$ cat config.mk
export PLATFORM = sky130hd
export DESIGN_NAME = col_merge_fifo
export DESIGN_NICKNAME = d
export VERILOG_FILES = /design/src/rtl/col_merge_pkg.sv /design/src/rtl/col_fifo.sv /design/src/rtl/col_merge_fifo.sv
export SDC_FILE = /design/constraint.sdc
export NUM_CORES = 1
export LEC_CHECK = 0
export BUFFER_PORTS_ARGS = -buffer_cell sky130_fd_sc_hd__buf_2
export CAP_MARGIN = 5
export CORE_UTILIZATION = 25
export CTS_CLUSTER_SIZE = 24
export DETAILED_ROUTE_END_ITERATION = 10
export GPL_ROUTABILITY_DRIVEN = 0
export PLACE_DENSITY_LB_ADDON = 0.3
export SYNTH_ARGS = -nofsm -noshare
export SYNTH_HDL_FRONTEND = slang
export SYNTH_SLANG_ARGS = --single-unit
$ cat constraint.sdc
create_clock -name clk -period 6.3 [get_ports clk]
set_input_delay 0.315 -clock clk [delete_from_list [all_inputs] [get_ports clk]]
set_output_delay 0.315 -clock clk [all_outputs]
set_load 0.02 [all_outputs]
$ cat src/rtl/col_merge_pkg.sv
// Shared constants and types for the column-merge FIFO.
// Default geometry plus the column-index type used by the merged output.
package col_merge_pkg;

  localparam int unsigned DEF_COLS  = 4;
  localparam int unsigned DEF_DW    = 2;
  localparam int unsigned DEF_DEPTH = 4;
  localparam int unsigned DEF_CW    = $clog2(DEF_COLS);

  typedef logic [DEF_CW-1:0] col_idx_t;

endpackage

$ cat src/rtl/col_fifo.sv
// Single-column FIFO: in-order storage of DEPTH words with push/pop/flush.
// Storage is not reset; only pointers and occupancy count are.
module col_fifo
  import col_merge_pkg::*;
#(
  parameter int unsigned DW    = DEF_DW,
  parameter int unsigned DEPTH = DEF_DEPTH
) (
  input  logic                     clk,
  input  logic                     rstb,
  input  logic                     flush,
  input  logic                     push,
  input  logic [DW-1:0]            wdata,
  input  logic                     pop,
  output logic [DW-1:0]            rdata,
  output logic                     full,
  output logic                     empty,
  output logic [$clog2(DEPTH):0]   count
);

  localparam int unsigned AW = $clog2(DEPTH);
  localparam logic [AW:0] FULL_CNT = DEPTH[AW:0];

  logic [DW-1:0] mem_q [DEPTH];
  logic [AW-1:0] wr_ptr_q, wr_ptr_d;
  logic [AW-1:0] rd_ptr_q, rd_ptr_d;
  logic [AW:0]   count_q, count_d;
  logic          push_ok_s;
  logic          pop_ok_s;

  assign full      = (count_q == FULL_CNT);
  assign empty     = (count_q == {(AW+1){1'b0}});
  assign push_ok_s = push & ~full & ~flush;
  assign pop_ok_s  = pop & ~empty & ~flush;
  assign rdata     = mem_q[rd_ptr_q];
  assign count     = count_q;

  // Next pointer/count; pointers wrap naturally since DEPTH is a power of 2.
  always_comb begin
    wr_ptr_d = wr_ptr_q;
    rd_ptr_d = rd_ptr_q;
    count_d  = count_q;
    if (flush) begin
      wr_ptr_d = '0;
      rd_ptr_d = '0;
      count_d  = '0;
    end else begin
      if (push_ok_s) begin
        wr_ptr_d = wr_ptr_q + 1'b1;
      end else begin
        wr_ptr_d = wr_ptr_q;
      end
      if (pop_ok_s) begin
        rd_ptr_d = rd_ptr_q + 1'b1;
      end else begin
        rd_ptr_d = rd_ptr_q;
      end
      case ({push_ok_s, pop_ok_s})
        2'b10:   count_d = count_q + 1'b1;
        2'b01:   count_d = count_q - 1'b1;
        default: count_d = count_q;
      endcase
    end
  end

  // Control state registers.
  always_ff @(posedge clk or negedge rstb) begin
    if (!rstb) begin
      wr_ptr_q <= '0;
      rd_ptr_q <= '0;
      count_q  <= '0;
    end else begin
      wr_ptr_q <= wr_ptr_d;
      rd_ptr_q <= rd_ptr_d;
      count_q  <= count_d;
    end
  end

  // Word storage write port.
  always_ff @(posedge clk) begin
    if (push_ok_s) begin
      mem_q[wr_ptr_q] <= wdata;
    end
  end

endmodule

$ cat src/rtl/col_merge_fifo.sv
// Merges COLS per-column FIFOs into one registered output stream using a
// round-robin arbiter that advances only when the output register loads.
module col_merge_fifo
  import col_merge_pkg::*;
#(
  parameter int unsigned COLS  = DEF_COLS,
  parameter int unsigned DW    = DEF_DW,
  parameter int unsigned DEPTH = DEF_DEPTH
) (
  input  logic                          clk,
  input  logic                          rstb,
  input  logic                          flush,
  input  logic [COLS-1:0]               ival,
  input  logic [COLS-1:0][DW-1:0]       idata,
  output logic [COLS-1:0]               irdy,
  output logic                          oval,
  output logic [DW-1:0]                 odata,
  output logic [$clog2(COLS)-1:0]       ocol,
  input  logic                          ordy,
  output logic                          busy
);

  localparam int unsigned CW   = $clog2(COLS);
  localparam int unsigned CNTW = $clog2(DEPTH) + 1;
  localparam int unsigned LC   = COLS - 1;
  localparam logic [CW-1:0] LAST_COL = LC[CW-1:0];

  logic [COLS-1:0]           full_s;
  logic [COLS-1:0]           empty_s;
  logic [COLS-1:0]           push_s;
  logic [COLS-1:0]           pop_s;
  logic [COLS-1:0][DW-1:0]   rdata_s;
  logic [COLS-1:0][CNTW-1:0] count_s;

  logic                      load_s;
  logic [CW-1:0]             grant_s;
  logic                      oval_q, oval_d;
  logic [DW-1:0]             odata_q, odata_d;
  logic [CW-1:0]             ocol_q, ocol_d;
  logic [CW-1:0]             last_grant_q, last_grant_d;

  // First non-empty column strictly after 'last', wrapping modulo COLS.
  function automatic logic [CW-1:0] rr_pick(input logic [COLS-1:0] ne,
                                            input logic [CW-1:0]   last);
    logic [CW-1:0] idx;
    logic [CW-1:0] pick;
    logic          found;
    idx   = last;
    pick  = last;
    found = 1'b0;
    for (int unsigned i = 0; i < COLS; i++) begin
      idx = (idx == LAST_COL) ? {CW{1'b0}} : idx + 1'b1;
      if (!found && ne[idx]) begin
        pick  = idx;
        found = 1'b1;
      end
    end
    return pick;
  endfunction

  for (genvar c = 0; c < COLS; c++) begin : g_col
    col_fifo #(
      .DW    (DW),
      .DEPTH (DEPTH)
    ) u_fifo (
      .clk   (clk),
      .rstb  (rstb),
      .flush (flush),
      .push  (push_s[c]),
      .wdata (idata[c]),
      .pop   (pop_s[c]),
      .rdata (rdata_s[c]),
      .full  (full_s[c]),
      .empty (empty_s[c]),
      .count (count_s[c])
    );
  end

  // Ready reflects stored occupancy only, so a same-cycle pop never frees a slot early.
  assign irdy   = ~full_s & {COLS{~flush}};
  assign push_s = ival & irdy;
  assign busy   = oval_q | (|count_s);
  assign oval   = oval_q;
  assign odata  = odata_q;
  assign ocol   = ocol_q;

  // Arbitration and output-register next state.
  always_comb begin
    load_s       = 1'b0;
    grant_s      = rr_pick(~empty_s, last_grant_q);
    pop_s        = '0;
    oval_d       = oval_q;
    odata_d      = odata_q;
    ocol_d       = ocol_q;
    last_grant_d = last_grant_q;
    load_s = (~oval_q | ordy) & (|(~empty_s)) & ~flush;
    if (flush) begin
      oval_d       = 1'b0;
      last_grant_d = LAST_COL;
    end else if (load_s) begin
      pop_s[grant_s] = 1'b1;
      oval_d         = 1'b1;
      odata_d        = rdata_s[grant_s];
      ocol_d         = grant_s;
      last_grant_d   = grant_s;
    end else if (ordy) begin
      oval_d = 1'b0;
    end else begin
      oval_d = oval_q;
    end
  end

  // Output register and arbiter state.
  always_ff @(posedge clk or negedge rstb) begin
    if (!rstb) begin
      oval_q       <= 1'b0;
      odata_q      <= '0;
      ocol_q       <= '0;
      last_grant_q <= LAST_COL;
    end else begin
      oval_q       <= oval_d;
      odata_q      <= odata_d;
      ocol_q       <= ocol_d;
      last_grant_q <= last_grant_d;
    end
  end

endmodule

After elaboration in Yosys (flattened, before gate mapping):

Memories as Yosys holds them, arrays and structs flattened.
Index checks and enable logic that the tools add are counted.

* flip-flop bits (word level): 35
* memory bits (writable): 32
* input port bits: 16
* output and inout bits: 10
* word-level logic and storage cells: 186
* memories: 4

Memory list
* g_col[0].u_fifo.mem_q: words 4, width 2, read ports 1, clocked after Yosys merged registers in 0, wr ports 1, line col_fifo.sv:24 `logic [DW-1:0] mem_q [DEPTH];`
* g_col[1].u_fifo.mem_q: words 4, width 2, read ports 1, clocked after Yosys merged registers in 0, wr ports 1, line col_fifo.sv:24
* g_col[2].u_fifo.mem_q: words 4, width 2, read ports 1, clocked after Yosys merged registers in 0, wr ports 1, line col_fifo.sv:24
* g_col[3].u_fifo.mem_q: words 4, width 2, read ports 1, clocked after Yosys merged registers in 0, wr ports 1, line col_fifo.sv:24

* add/subtract/negate cells: 20
* magnitude comparators: 6
* eq/ne operators: 16
* mux-type cells: 62
* bitwise gates (word level): 34
* reduce and logical (&&, ||, !) cells: 28

Operators with widths (count)
* $mux 2: 27
* $add 2x1->2 const B: 12
* $pmux 3 s2: 4
* $mux 1: 19
* $and 1x1->1: 18
* $reduce_bool 2->1: 9
* $eq 2x2->1 const B: 8
* $lt 2x3->1 const B: 5
* $reduce_bool 3->1: 5
* $add 3x1->3 const B: 4
* $eq 3x3->1 const B: 4
* $logic_not 3->1: 4
* $mux 3: 4
* $reduce_or 12->1: 1
* $sub 3x1->3 const B: 4
* $not 1->1: 10
* $and 4x4->4: 2
* $bmux 1 s2: 4
* $eq 2x1->1 const B: 4
* $mux 4: 2
* $not 4->4: 2
* $bmux 2 s2: 1
* $logic_and 1x1->1: 4
* $reduce_or 4->1: 1
* 5 further kinds: 8

Logic depth before layout (Yosys ltp):

Gate-level depths: netlist (run 1).

* word-level depth: 25
* mapped depth: 13
* depth with buffers taken out: 12

Cells and area by module:

Synthesis (run 1) repeated with hierarchy kept, for this count alone.

* cell total of the unflattened synthesis: 366
* area total of the unflattened synthesis: 4071.4 um^2

By module, submodules not included
* col_fifo (g_col[2].u_fifo ...): instances 2, cells each 75, area an instance 855.8 um^2, sequential area each 415.4 um^2
* col_fifo (g_col[0].u_fifo): instances 1, cells each 76, area an instance 904.6 um^2, sequential area each 415.4 um^2
* col_fifo (g_col[1].u_fifo): instances 1, cells each 75, area an instance 860.8 um^2, sequential area each 415.4 um^2
* col_merge_fifo: instances 1, cells each 65, area an instance 594.3 um^2, sequential area each 177.7 um^2

Worst setup path before layout (run 1):

OpenSTA, ideal clock, no wires.

* kind: flip-flop to flip-flop
* start: register last_grant_q[0]
* end: register g_col[2].u_fifo.count_q[2]
* setup time: 0.068 ns
* arrival: 3.121 ns
* required time: 6.232 ns
* setup slack: 3.110 ns
* cell stages (with the launch flop): 12
* path through: dfstp_2 > ha_1 > buf_2 > o21ai_2 > a21oi_2 > o41a_4 > nand4_4 > nor2_1 > fa_1 > or4_1 > a21o_1 > nand3_1

* cells in the longest elaborated chain, start to end: 25
* elaborated cells on any way between the ends: 47
* those cells by class: add/sub: 4; order compare: 2; eq/ne: 6; mux: 25; bitwise: 2; reduce/logical: 8

Ends and longest elaborated chain
* from (decl): line col_merge_fifo.sv:40 `logic [CW-1:0] last_grant_q, last_grant_d;`
* from (signal assigned): line col_merge_fifo.sv:124 `last_grant_q <= last_grant_d;`
* branches (longest 13 deep; another with $add 2x1->2)
* $mux 2 *: line col_merge_fifo.sv:53 `if (!found && ne[idx]) begin`
* $lt 2x3->1 (not written as such) or $ge 2x1->1 (tied branches): line col_merge_fifo.sv:101 `pop_s[grant_s] = 1'b1;`
* $logic_and 1x1->1 (not written as such): line col_merge_fifo.sv:101
* $mux 1 (not written as such): line col_merge_fifo.sv:101
* $demux 1 s2 *: line col_merge_fifo.sv:101
* $mux 4 *: line col_merge_fifo.sv:100 `end else if (load_s) begin`
* $mux 4 *: line col_merge_fifo.sv:97 `if (flush) begin`
* $and 1x1->1 * (2 in a row): line col_fifo.sv:34 `assign pop_ok_s = pop & ~empty & ~flush;`
* $eq 2x1->1 or $eq 2x2->1 (tied branches): line col_fifo.sv:58 `case ({push_ok_s, pop_ok_s})`
* $pmux 3 s2: line col_fifo.sv:58
* $mux 3: line col_fifo.sv:43 `if (flush) begin`
* to (signal assigned): line col_fifo.sv:75 `count_q <= count_d;`
* to (decl): line col_fifo.sv:27 `logic [AW:0] count_q, count_d;`

Every way passes the cells marked *. The select of a mux whose other input is x is not followed.
A chain may end at the register's enable or synchronous reset.

Worst setup path after layout (run 1):

* start: register g_col[1].u_fifo.count_q[0]
* end: register g_col[2].u_fifo.count_q[2]

* cells in the longest elaborated chain, start to end: 25
* elaborated cells on any way between the ends: 40
* those cells by class: order compare: 2; eq/ne: 2; mux: 21; bitwise: 5; reduce/logical: 10

Ends and longest elaborated chain
* from (decl): line col_fifo.sv:27
* from (signal assigned): line col_fifo.sv:75
* $logic_not 3->1 *: line col_fifo.sv:32 `assign empty = (count_q == {(AW+1){1'b0}});`
* $not 4->4 *: line col_merge_fifo.sv:90, col_merge_fifo.sv:96
* $bmux 1 s2: line col_merge_fifo.sv:53
* $mux 1 (not written as such): line col_merge_fifo.sv:53
* $mux 1: line col_merge_fifo.sv:53
* $logic_not 1->1: line col_merge_fifo.sv:53
* $logic_and 1x1->1: line col_merge_fifo.sv:53
* $mux 1: line col_merge_fifo.sv:53
* [8 not listed]
* $mux 1 (not written as such): line col_merge_fifo.sv:101
* $demux 1 s2: line col_merge_fifo.sv:101
* $mux 4 *: line col_merge_fifo.sv:100
* $mux 4 *: line col_merge_fifo.sv:97
* $and 1x1->1 * (2 in a row): line col_fifo.sv:34
* $eq 2x1->1 or $eq 2x2->1 (tied branches): line col_fifo.sv:58
* $pmux 3 s2: line col_fifo.sv:58
* $mux 3: line col_fifo.sv:43

Every way passes the cells marked *; elsewhere a longest branch is shown, timed or not. The select of a mux whose other input is x is not followed.

==> results by group, run 1 <==
Power
  – Sw frac: 40.45%
  – Clock power share: 24.4%
  – Worst vdd ir: 0.0001514 V
  – Proportion of power drawn by flip-flops and latches: 30.7%
  – Leak: 1.749 nW
  – Switching pwr: 0.0008176 W
  – Share of total power in combinational logic: 44.9%
  – Power per cell area: 460.5 nW/um2
  – Pint: 0.001204 W

Final layout
  – Finished Layout Cells: 515
  – Fin util: 29.86%
  – Share of cells above drive strength 1: 23.26%
  – Antenna cell count: 0
  – Synth-to-Final Area Change: 15.05%
  – Layout Nets: 364

Clock tree
  – CTS Sinks: 67
  – CTS tree: built
  – Clock-pin slew on the worst setup and hold paths: 0.05 ns
  – CTS resizes: 0
  – Post-CTS setup buffer count: 0
  – H-tree levels: 3
  – CTS Buf Count: 9
  – Clock buffer depth: 2
  – Hold-fix buffers, CTS: 0
  – Worst-Skew Late Latency: 0.34 ns
  – Root buffer cell: clkbuf_16

Synth
  – Cell taking the most area after synthesis: edfxtp_1
  – Syn Nets: 341
  – Synth async-reset ratio: 52.24%
  – YS warnings: 0
  – Register area share after synthesis: 48.21%
  – Netlist cell types: 62
  – #FFs+latches synth: 67
  – Largest family of logic cells by synthesized area: simple AND/OR/NAND/NOR gates
  – Prevailing post-synth register cell: dfrtp_1
  – Compound-cell area share of the yosys netlist: 12.30%
  – Post-synthesis adder-cell area fraction: 7.675%
  – Synth Area in XOR/XNOR: 2.722%
  – EDFF count, synth: 32
  – Yosys top cell area share: 25.19%
  – Mux cell area share after synthesis: 8.265%
  – Mapped Cells: 304
  – Syn avg cell area: 12.55 um2
  – Syn Std Cell Area: 3815 um2
  – Top cells by area, synth: edfxtp_1 25%, dfrtp_1 22%, ha_1 5.6%
  – Post-synthesis simple-gate area fraction: 17.32%

Floorplan
  – Starting Density: 25.95%
  – Row count: 44
  – DIE HEIGHT: 125.5 um
  – Io pins: 26
  – Die W: 125.5 um
  – Die ar.: 15760 um2
  – Core area: 14700 um2

Critical path
  – Startpoint Class: flop
  – CP Cell Sequence: or3_1 -> o41ai_4 -> or2b_2 -> a31oi_2 -> nand4_4 -> nor2_1 -> fa_1 -> or4_1 -> a21o_1 -> nand3_1
  – Critical Path AT: 3.83 ns
  – CP required: 6.57 ns
  – Crit path capture type: flop
  – Critical setup path kind: flop to flop
  – Critical-path top delay cell: or3_1
  – Largest stage delay on the critical path: 0.59 ns
  – Crit-path max FO: 9

Global route
  – Initial antenna violation count: 0
  – First-pass GRT wire length: 13.02 mm
  – Grt ovf: 0
  – Vias in the first global route: 2496
  – Largest net degree at the start of global routing: 36
  – Gr usage total: 10.97%

Place
  – Pre-CTS setup slack: 2.800 ns
  – HPWL Detailed: 5.811 mm
  – Placed Cells: 500
  – PortBufs: 25

STA
  – Setup TNS: 0 ns
  – Post-route setup slack: 2.744 ns
  – Clk_skew: 0.004473 ns
  – Max Clk Rate: 281.2 MHz
  – Tmin final: 3.556 ns
  – Max-slew violation count: 0
  – Max_slew headroom: 42.29%
  – Final hold slack: 0.09687 ns
  – Final hold violations: 0
  – Worst Max-Slew Pin Slew: 0.8656 ns
  – Crit share post-route: 56.45%
  – Endpoints failing setup: 0
  – RSZ-0062 raised after global routing: false

Routing
  – Initial detailed-routing violation count: 155
  – Via density per instance: 4.781
  – Routed wire length per instance: 15.35 um
  – Detailed-route via count: 2462
  – Post-route ant nets: 0
  – Post-Route WL: 7.905 mm
  – DRC Markers: 3
  – DR pass1 iterations: 7

Outcome
  – Status: finished, violations left
  – Failing checks: DRC

Min path
  – Worst Hold Class: primary input to asynchronous set/reset pin

Flow run
  – Max-Cap Viols: 0
## layout make-up
type                       instances  area, um2
clock buffer                      10      239.0
fill                            1453      10310
inverter                          12      45.04
tap                              184      230.2
clock inverter                     5      53.80
timing repair buffer              27      140.1
multi-input combinational        210       1842
sequential                        67       1839
## per-stage QoR
step	power (W)	instance area, um2
floorplan	0.001364	3815
global placement	0.001530	4096
detailed placement	0.001543	4096
CTS	0.002049	4389
global route	0.002154	4389
finish	0.002021	4389
## worst max-delay path: cells and delay by family (launching register included)
kind / cells / cell delay, ns
AND/OR/NAND/NOR: 6 / 1.78
AO/OA/AOI/OAI: 3 / 0.85
flip-flops: 1 / 0.44
adder cells (fa/ha/maj): 1 / 0.42
## kinds of logic (layout without fill, tap and decap cells)
family,count (synthesis),count (layout)
XOR/XNOR,11,11
adder cells (fa/ha/maj),21,21
buffers and inverters,27,54
flip-flops,67,67
AND/OR/NAND/NOR,104,104
AO/OA/AOI/OAI,53,53
multiplexers,21,21
## power by group through the flow
stage | Combinational [W] | Clock [W] | Sequential [W]
finish | 0.000908 | 0.000493 | 0.000620
global route | 0.000995 | 0.000525 | 0.000635
CTS | 0.000919 | 0.000508 | 0.000621
detailed placement | 0.000914 | 0 | 0.000629
global placement | 0.000904 | 0 | 0.000626
floorplan | 0.000737 | 0 | 0.000627
## routing by layer
layer  routed length, um  GRT usage [%]
met1                3646          13.26
met2                3758          17.29
met3                 333          3.894
met4                 166          5.380
met5                   0              0
## final timing paths
path	from	end	slack, ns	cells past startpoint
max	g_col[1].u_fifo.count[0]$_DFFE_PN0P_	g_col[2].u_fifo.count[2]$_DFFE_PN0P_	2.74	10
min	rstb	g_col[0].u_fifo.wr_ptr_q[1]$_DFFE_PN0P_	0.1	1
max reg2reg	g_col[1].u_fifo.count[0]$_DFFE_PN0P_	g_col[2].u_fifo.count[2]$_DFFE_PN0P_	2.74	10
min reg2reg	odata[1]$_DFFE_PN0P_	odata[1]$_DFFE_PN0P_	0.49	1
max in group asynchronous	rstb	g_col[3].u_fifo.rd_ptr_q[1]$_DFFE_PN0P_	5.66	1
min in group clk	idata[7]	g_col[3].u_fifo.mem_q[3][1]$_DFFE_PP_	0.20	1
## sequential cells by signal, indices dropped and copies added (netlist names)
name	count
g_col.u_fifo.rd_ptr_q	8
g_col.u_fifo.count	12
g_col.u_fifo.mem_q	32
g_col.u_fifo.wr_ptr_q	8
oval	1
last_grant_q	2
ocol	2
odata	2
## cells in the final DEF, fill, tap and decap left out, drive strengths merged, types with 2 or more instances in the layout
cell type   n
fa          4
o211ai      2
o21ai      11
o311ai      2
clkinvlp    2
mux4        8
o22ai       2
nor2       19
buf        27
a21oi       8
or3         5
a21o        4
o41ai       4
ha         17
a31oi       2
mux2i      12
nand2      18
inv        12
a32o        2
o31ai       6
dfrtp      33
o31a        2
nor3b       4
and2        4
xor2        7
edfxtp     32
clkinv      2
clkbuf     10
nor4        4
and3       17
nand3       6
nand4       9
nand2b      5
xnor2       4
dfstp       2
nor3        9
## synthesized netlist by cell type (6+ instances only)
library cell / number
edfxtp_1: 32
clkbuf_1: 8
ha_1: 17
mux2i_1: 12
xor2_1: 6
nor3_1: 7
mux4_2: 8
nor2_1: 19
o21ai_0: 9
inv_1: 12
nand2_1: 18
a21oi_1: 7
dfrtp_1: 33
nand4_1: 7
and3_1: 17
Power figures use the tool's default switching activity.
==> run 2: changes to the inputs <==
clock period = 3.6 ns   (was 6.3 ns; I/O delays follow)
==> run 2 against run 1 <==
The flow still finishes with violations (DRC). Sequential power is 74% higher. Die area stayed put. Critical path depth stayed put. Cell area is 2.9% higher. Sequential share of layout area is 1.2 points lower. Largest cell class unchanged.
==> results by group, run 2 (synthesized netlist as in run 1, its figures left out) <==
STA
  – Final hold violations: 0
  – Post-route setup slack: 0.1878 ns
  – Tmin final: 3.412 ns
  – Worst Max-Slew Pin Slew: 0.8278 ns
  – RSZ-0062 raised after global routing: false
  – Max_slew headroom: 44.81%
  – Clk_skew: 0.005561 ns
  – Setup TNS: 0 ns
  – Endpoints failing setup: 0
  – Max-slew violation count: 0
  – Max Clk Rate: 293.1 MHz
  – Crit share post-route: 94.78%

Critical path
  – Worst path depth: 10
  – Critical-path top delay cell: o41a_4
  – CP required: 3.87 ns
  – Reg2reg start: g_col[0].u_fifo.count[1]$_DFFE_PN0P_
  – Worst Setup SP: g_col[0].u_fifo.count[1]$_DFFE_PN0P_
  – Buf+Inv Stages, Crit Path: 0
  – CP endpoint: g_col[2].u_fifo.count[2]$_DFFE_PN0P_
  – CP Cell Sequence: or3_1 -> nand2b_2 -> a21oi_2 -> o41a_4 -> nand4_4 -> nor2_1 -> fa_1 -> or4_1 -> a21o_1 -> nand3_1
  – Startpoint Class: flop
  – FF-to-FF path depth: 10
  – Critical setup path kind: flop to flop
  – Register-to-register setup slack: 0.19 ns
  – Terminus of the critical flop-to-flop path: g_col[2].u_fifo.count[2]$_DFFE_PN0P_
  – Crit path capture type: flop
  – Largest stage delay on the critical path: 0.58 ns
  – Family with the most delay on the worst path: simple AND/OR/NAND/NOR gates
  – Crit-path max FO: 9
  – Critical Path AT: 3.69 ns

Floorplan
  – Core area: 14700 um2
  – Row count: 44
  – Io pins: 26
  – Die ar.: 15760 um2
  – Starting Density: 25.95%
  – Die W: 125.5 um
  – DIE HEIGHT: 125.5 um

Final layout
  – Design area: 4516 um2
  – Largest Register: g_col.u_fifo.mem_q
  – Antenna cell count: 0
  – Synth-to-Final Area Change: 18.37%
  – Largest register FFs: 32
  – Layout Nets: 369
  – Share of cells above drive strength 1: 25.22%
  – Most common cell after layout, fill and taps aside: dfrtp_1
  – Highest-count cells in the layout ignoring fill and taps: 33 x dfrtp_1, 32 x edfxtp_1, 25 x buf_2

Clock tree
  – Post-CTS setup buffer count: 0
  – CTS tree: built
  – Worst-Skew Late Latency: 0.34 ns
  – CTS Sinks: 67
  – Root buffer cell: clkbuf_16
  – Clock buffer depth: 2
  – H-tree levels: 3
  – CTS Buf Count: 9
  – Clock-pin slew on the worst setup and hold paths: 0.06 ns

Global route
  – Initial antenna violation count: 0
  – Vias in the first global route: 2610
  – First-pass GRT wire length: 13.45 mm
  – Grt ovf: 0
  – Gr usage total: 11.32%
  – Largest net degree at the start of global routing: 36

Routing
  – Via density per instance: 4.689
  – DRC Markers: 3
  – Routed wire length per instance: 15.29 um
  – Post-Route WL: 7.967 mm
  – Initial detailed-routing violation count: 141
  – DR pass1 iterations: 7
  – Post-route ant nets: 0
  – Detailed-route via count: 2443

Place
  – HPWL Detailed: 5.845 mm
  – PortBufs: 25
  – Placed Area: 4126 um2
  – Pre-CTS setup slack: 0.1907 ns

Min path
  – Worst Hold Class: primary input to flop

Power
  – Worst vdd ir: 0.0003135 V
  – Leak: 1.813 nW
  – Power per cell area: 847.8 nW/um2

Outcome
  – Status: finished, violations left
  – Failing checks: DRC

Flow run
  – Max-Cap Viols: 0
## run 2: cell count changes in the layout (fill, tap and decap cells not counted), moves of 2 or more
cell        before  now
buf_4            2    6
bufinv_16        1    4
clkinvlp_4       2    0
inv_6            0    2
## run 2: how the worst min path moves through the flow
| stage | slack (ns) | endpoint | cells after the start | from |
|---|---|---|---|---|
| final | 0.06 | g_col[2].u_fifo.mem_q[2][0]$_DFFE_PP_ | 1 | idata[4] |
| after global routing | 0.06 | g_col[3].u_fifo.mem_q[0][0]$_DFFE_PP_ | 1 | idata[6] |
| after CTS | 0.04 | g_col[3].u_fifo.mem_q[0][0]$_DFFE_PP_ | 1 | idata[6] |
| after detailed placement | 0.35 | oval$_DFFE_PN0P_ | 1 | rstb |
| after global placement | 0.35 | g_col[0].u_fifo.count[2]$_DFFE_PN0P_ | 1 | rstb |
| after floorplan | -0.12 | g_col[0].u_fifo.count[0]$_DFFE_PN0P_ | 0 | rstb |
## run 2: power by group
group	internal, W	total [W]	switching [W]
registers	0.000939	0.00108	0.000138
clock network	0.000752	0.00109	0.000340
logic	0.000654	0.00166	0.00101
total	0.00235	0.00383	0.00148
## run 2: repair_timing
action                                  CTS  global route
endpoints found under the setup margin    0             1
gates resized for setup                   0             2
endpoints found under the hold margin    33             0
hold buffers                              1             0
## run 2: final cells by class
type | count | area (um2)
Sequential cell | 67 | 1839
Fill cell | 1416 | 10180
Inverter | 12 | 45.04
Multi-Input combinational cell | 210 | 1849
Clock inverter | 7 | 146.4
Clock buffer | 9 | 225.2
Tap cell | 184 | 230.2
Timing Repair Buffer | 32 | 180.2
## run 2: routing by layer
layer  track usage, %  wire [um]
met5                0          0
met4            8.250        295
met3            3.124        291
met2            16.93       3602
met1            14.01       3777
## run 2: through the flow
| stage | instances | utilization [%] | power, W | hold WS [ns] |
|---|---|---|---|---|
| 3_3_place_gp | 504 | 28.07 | 0.002716 | 0.3527 |
| 4_1_cts | 521 | 30.67 | 0.003858 | 0.04281 |
| 2_1_floorplan | 304 | - | 0.002387 | -0.1156 |
| 6_report | 521 | 30.72 | 0.003828 | 0.06068 |
| 5_1_grt | 521 | 30.72 | 0.004065 | 0.05571 |
| 3_5_place_dp | 504 | 28.07 | 0.002739 | 0.3488 |
